--- config.mk ---
export PLATFORM = sky130hd
export DESIGN_NAME = gcd_lcm_coproc
export DESIGN_NICKNAME = d
export VERILOG_FILES = /design/src/rtl/gcd_lcm_pkg.sv /design/src/rtl/gcd_lcm_coproc_seq_divmul.sv /design/src/rtl/gcd_lcm_coproc.sv
export SDC_FILE = /design/constraint.sdc
export NUM_CORES = 1
export LEC_CHECK = 0
export ABC_CLOCK_PERIOD_IN_PS = 5900
export CAP_MARGIN = 20
export CORE_MARGIN = 5
export CORE_UTILIZATION = 35
export CTS_BUF_LIST = sky130_fd_sc_hd__clkbuf_4 sky130_fd_sc_hd__clkbuf_8
export DETAILED_ROUTE_END_ITERATION = 8
export PLACE_DENSITY_LB_ADDON = 0.25
export SETUP_SLACK_MARGIN = 0.1
export SLEW_MARGIN = 20
export SYNTH_ARGS = -nofsm -noshare
export SYNTH_HDL_FRONTEND = slang
export SYNTH_HIERARCHICAL = 1
export SYNTH_SLANG_ARGS = --single-unit
--- constraint.sdc ---
create_clock -name clk -period 5.9 [get_ports clk]
set_input_delay 0.885 -clock clk [delete_from_list [all_inputs] [get_ports clk]]
set_output_delay 0.885 -clock clk [all_outputs]
set_load 0.01 [all_outputs]
--- src/rtl/gcd_lcm_pkg.sv ---
// Shared types and constants for the GCD/LCM coprocessor.
// State encoding, mode and datapath-op selects.
package gcd_lcm_pkg;

  typedef enum logic [2:0] {
    IDLE,
    CHECK,
    GCD,
    DIV,
    MUL,
    FIN
  } state_t;

  localparam logic MODE_GCD = 1'b0;
  localparam logic MODE_LCM = 1'b1;

  localparam logic OP_DIV = 1'b0;
  localparam logic OP_MUL = 1'b1;

endpackage

--- src/rtl/gcd_lcm_coproc_seq_divmul.sv ---
// Shared WIDTH-cycle shift-subtract divider / shift-add multiplier.
// One go pulse loads operands; done pulses once the last step lands.
module seq_divmul
  import gcd_lcm_pkg::*;
#(
  parameter int WIDTH = 32
) (
  input  logic               clk,
  input  logic               reset,
  input  logic               go,
  input  logic               op,
  input  logic [WIDTH-1:0]   opa,
  input  logic [WIDTH-1:0]   opb,
  output logic               done,
  output logic [WIDTH-1:0]   q,
  output logic [WIDTH-1:0]   rem,
  output logic [2*WIDTH-1:0] p
);

  localparam int CNT_W = $clog2(WIDTH) + 1;
  localparam logic [CNT_W-1:0] STEPS = CNT_W'(WIDTH);
  localparam logic [CNT_W-1:0] ONE = CNT_W'(1);

  logic [2*WIDTH-1:0] acc;
  logic [2*WIDTH-1:0] arg;
  logic [WIDTH-1:0]   sh;
  logic [CNT_W-1:0]   cnt;
  logic               run;
  logic               op_r;
  logic               done_r;

  logic [WIDTH:0]     trial;
  logic [WIDTH:0]     diff;
  logic               ge;
  logic [2*WIDTH-1:0] acc_n;
  logic [2*WIDTH-1:0] arg_n;
  logic [WIDTH-1:0]   sh_n;

  // One datapath step: restoring divide bit or shift-add multiply bit.
  always_comb begin
    trial = {acc[WIDTH-1:0], sh[WIDTH-1]};
    diff  = trial - arg[WIDTH:0];
    ge    = (trial >= arg[WIDTH:0]);
    acc_n = acc;
    arg_n = arg;
    sh_n  = sh;
    if (op_r == OP_DIV) begin
      acc_n = {{(WIDTH-1){1'b0}}, ge ? diff : trial};
      sh_n  = {sh[WIDTH-2:0], ge};
    end else begin
      if (sh[0]) acc_n = acc + arg;
      arg_n = arg << 1;
      sh_n  = sh >> 1;
    end
  end

  // Load on go, then step for exactly WIDTH cycles.
  always_ff @(posedge clk or posedge reset) begin
    if (reset) begin
      acc    <= '0;
      arg    <= '0;
      sh     <= '0;
      cnt    <= '0;
      run    <= 1'b0;
      op_r   <= OP_DIV;
      done_r <= 1'b0;
    end else begin
      done_r <= 1'b0;
      if (go) begin
        op_r <= op;
        cnt  <= STEPS;
        run  <= 1'b1;
        acc  <= '0;
        sh   <= (op == OP_MUL) ? opb : opa;
        arg  <= {{WIDTH{1'b0}}, (op == OP_MUL) ? opa : opb};
      end else if (run) begin
        acc <= acc_n;
        arg <= arg_n;
        sh  <= sh_n;
        cnt <= cnt - ONE;
        if (cnt == ONE) begin
          run    <= 1'b0;
          done_r <= 1'b1;
        end
      end
    end
  end

  assign done = done_r;
  assign q    = sh;
  assign rem  = acc[WIDTH-1:0];
  assign p    = acc;

endmodule

--- src/rtl/gcd_lcm_coproc.sv ---
// Multi-cycle GCD/LCM coprocessor: binary GCD, then a/g*b for LCM.
// Launched by a start pulse; busy/done handshake back to the core.
module gcd_lcm_coproc
  import gcd_lcm_pkg::*;
#(
  parameter int WIDTH = 32
) (
  input  logic             clk,
  input  logic             reset,
  input  logic             start,
  input  logic             mode,
  input  logic [WIDTH-1:0] op_a,
  input  logic [WIDTH-1:0] op_b,
  output logic             busy,
  output logic             done,
  output logic [WIDTH-1:0] result,
  output logic             overflow
);

  localparam int CNT_W = $clog2(WIDTH) + 1;

  state_t state, state_n;

  logic [WIDTH-1:0] a_r;
  logic [WIDTH-1:0] b_r;
  logic             mode_r;
  logic [WIDTH-1:0] x;
  logic [WIDTH-1:0] y;
  logic [CNT_W-1:0] k;

  logic             zero;
  logic             eq;
  logic [WIDTH-1:0] g;

  logic               dm_go;
  logic               dm_op;
  logic [WIDTH-1:0]   dm_a;
  logic [WIDTH-1:0]   dm_b;
  logic               dm_done;
  logic [WIDTH-1:0]   dm_q;
  logic [WIDTH-1:0]   dm_rem;
  logic [2*WIDTH-1:0] dm_p;

  assign zero = (a_r == '0) || (b_r == '0);
  assign eq   = (x == y);
  assign g    = x << k;

  seq_divmul #(.WIDTH(WIDTH)) u_divmul (
    .clk   (clk),
    .reset (reset),
    .go    (dm_go),
    .op    (dm_op),
    .opa   (dm_a),
    .opb   (dm_b),
    .done  (dm_done),
    .q     (dm_q),
    .rem   (dm_rem),
    .p     (dm_p)
  );

  // State register.
  always_ff @(posedge clk or posedge reset) begin
    if (reset) state <= IDLE;
    else       state <= state_n;
  end

  // Next-state sequencing.
  always_comb begin
    state_n = state;
    unique case (state)
      IDLE:    if (start) state_n = CHECK;
      CHECK:   state_n = zero ? FIN : GCD;
      GCD:     if (eq) state_n = (mode_r == MODE_LCM) ? DIV : FIN;
      DIV:     if (dm_done) state_n = MUL;
      MUL:     if (dm_done) state_n = FIN;
      FIN:     state_n = IDLE;
      default: state_n = IDLE;
    endcase
  end

  // Handshake outputs and divide/multiply launch control.
  always_comb begin
    busy  = (state != IDLE);
    done  = (state == FIN);
    dm_go = ((state == GCD) && eq && (mode_r == MODE_LCM))
          || ((state == DIV) && dm_done);
    dm_op = (state == DIV) ? OP_MUL : OP_DIV;
    dm_a  = (state == DIV) ? dm_q : a_r;
    dm_b  = (state == DIV) ? b_r : g;
  end

  // Operand capture, Stein steps and result registers.
  // An odd-odd step subtracts and halves at once: the difference is even.
  always_ff @(posedge clk or posedge reset) begin
    if (reset) begin
      a_r      <= '0;
      b_r      <= '0;
      mode_r   <= MODE_GCD;
      x        <= '0;
      y        <= '0;
      k        <= '0;
      result   <= '0;
      overflow <= 1'b0;
    end else begin
      unique case (state)
        IDLE: begin
          if (start) begin
            a_r    <= op_a;
            b_r    <= op_b;
            mode_r <= mode;
          end
        end
        CHECK: begin
          x <= a_r;
          y <= b_r;
          k <= '0;
          if (zero) begin
            result   <= (mode_r == MODE_LCM) ? '0 : (a_r | b_r);
            overflow <= 1'b0;
          end
        end
        GCD: begin
          if (eq) begin
            if (mode_r == MODE_GCD) begin
              result   <= g;
              overflow <= 1'b0;
            end
          end else if (!x[0] && !y[0]) begin
            x <= x >> 1;
            y <= y >> 1;
            k <= k + CNT_W'(1);
          end else if (!x[0]) begin
            x <= x >> 1;
          end else if (!y[0]) begin
            y <= y >> 1;
          end else if (x > y) begin
            x <= (x - y) >> 1;
          end else begin
            y <= (y - x) >> 1;
          end
        end
        MUL: begin
          if (dm_done) begin
            result   <= dm_p[WIDTH-1:0];
            overflow <= |dm_p[2*WIDTH-1:WIDTH];
          end
        end
        default: ;
      endcase
    end
  end

  // g always divides a, so the quotient must be exact.
  always @(posedge clk) begin
    if (!reset && (state == DIV) && dm_done)
      assert (dm_rem == '0);
  end

endmodule
==> run metrics <==
status complete, no violations; quantity of I/O buffers inserted on ports 102; WL/cell 22.2 um; Final HPWL DP 74400 um; largest net degree at the start of global routing 100; proportion of layout cells with a drive suffix above 1 0.107; list of cells traversed by the critical path ha_1 > nand2_1 > nor2_1 > nand4_2 > nor4_4 > a32o_4 > nand2b_1 > nor2_2 > buf_4 > nand2_1 > buf_4 > nor2_1 > a221oi_1 > o21ai_0; total standard cell area after synthesis 28200 um2; power density normalized to cell area 494 nW/um2; post-cts repair resize count 0; fin. max-slew vios 0; mean cell area of the mapped netlist 8.27 um2; critical path launch point type flip-flop; Post-Route Skew 0.0501 ns; routed via count 25900; maximum clock path buffer count 3; Reg-to-Reg End u_divmul/p[32]; first-pass GRT wire length 155000 um; final core utilization 0.393; IR Drop Worst-Case VDD 0.000248 V; Achievable Freq 0.223 GHz; most used cells in the layout excluding fill and tap cells nand2_1 (497), dfrtp_1 (337), a21oi_1 (284); # setup viols final 0; clock tree from TritonCTS built; R2R Path Start x[11]; post-CTS clock slew at the launch and capture registers of the worst setup and hold paths 0.06 ns; count of routing violations after the opening detailed-route iteration 2305; count of hold buffers inserted by post-cts repair 0; Core Region 80200 um2; Crit-path slowest cell nor4_4; vias per cell 5.74; post-detailed-route count of antenna-violating nets 0; Setup TNS Final 0 ns; Die Height 294 um; Horiz. Die Dim 294 um; sinks on the clock net 340; Post-route DRC 0; Pleak 13.6 nW; CP Class flip-flop to flip-flop; boundary pin count 103; sequential cell area 8510 um2; GRT Resource Usage Total 0.225; number of endpoints with negative hold slack in the final report 0; Setup crit start x[11]; Worst Path Arrival 5.01 ns; number of post-CTS setup repair buffers 0; CTS H-tree depth 3; Filler Cell Count 8323; gr ovfl total 0; net count after synthesis 3643; endpoint type of the worst setup path flip-flop; most common library cell in the layout ignoring fill and taps nand2_1; setup repair after global routing missed its margin no; relative slew slack 0.292; synthesis warning total 6; initial antenna violation count 2; total CTS buffers 69; total iterations of the first detailed-routing run 6; worst hold path class flip-flop to flip-flop; post-layout minimum cycle time 4.49 ns; required time of the worst setup path 6.43 ns; slowest cell delay on critical path 0.66 ns; overall routed net length 99900 um; crit path to u_divmul/p[32]; cell count of the worst reg-to-reg path 14; Post-Synthesis Cells 3408; number of rows in the core area 104; # Max-Cap Violations 0; overall die area 86300 um2; fin nets 3627; largest fanout on the critical path 35; Root Buffer Master clkbuf_8; final RePlAce weighted congestion 0.943; number of global-route vias before repair 25400; actual transition at the worst max-transition pin 1.06 ns; layout-stage area growth over the synthesis result 11.7%; flop-to-flop setup slack 1.41 ns; effective utilization at floorplan 0.352; Final Cycle Share 0.760; worst skew pair latency 0.69 ns; combined area of the multi-input logic cells 18200 um2
[how the worst min path moves through the flow]
stage	start	endpoint	cells past startpoint
2_1_floorplan	y[31]	y[31]	2
3_3_place_gp	overflow	overflow	2
3_5_place_dp	overflow	overflow	2
4_1_cts	overflow	overflow	2
5_1_grt	result[13]	result[13]	1
6_report	overflow	overflow	2
[per-stage QoR]
stage	setup WS (ns)	std cells	hold slack (ns)	power [W]	instance area, um2
2_1_floorplan	0.383	3408	0.462	0.00981	28200
3_3_place_gp	1.48	4381	0.477	0.0126	30000
3_5_place_dp	1.46	4381	0.480	0.0126	30000
4_1_cts	1.45	4501	0.492	0.0154	31500
5_1_grt	1.15	4502	0.522	0.0165	31500
6_report	1.41	4502	0.484	0.0156	31500
[worst max-delay path: cells and delay by family, from the launching register on]
family | cells | cell delay (ns)
buf+inv | 2 | 0.64
flops | 1 | 0.45
simple gates | 8 | 1.94
fa+ha+maj | 1 | 0.55
compound gates | 3 | 0.76
[where the power goes]
group | switching (W) | internal [W]
Sequential | 0.00106 | 0.00281
Clock | 0.00120 | 0.00157
Combinational | 0.00562 | 0.00330
Total | 0.00788 | 0.00768
[layout make-up]
type / count / share of cell area
clock inverter: 22 / 0.00847
antenna: 1 / 0.0000795
clock buffer: 98 / 0.0391
timing repair buffer: 140 / 0.0419
tap: 1060 / 0.0421
inverter: 162 / 0.0199
multi-input combinational: 2679 / 0.578
sequential: 340 / 0.270
[state kept, by name, indices dropped and copies added, names as in the netlist, 3 cells and up]
signal	cells
a_r	32
b_r	32
k	6
result	32
state	3
u_divmul/arg	64
u_divmul/cnt	6
u_divmul/p	64
u_divmul/q	32
x	32
y	32
[metal layers]
layer  global-route usage  wire, um
met5                    0         0
met4               0.0833      3490
met3               0.0331      6070
met2                0.365     46300
met1                0.306     44100
Note: power is estimated with default switching activity, not from simulation.
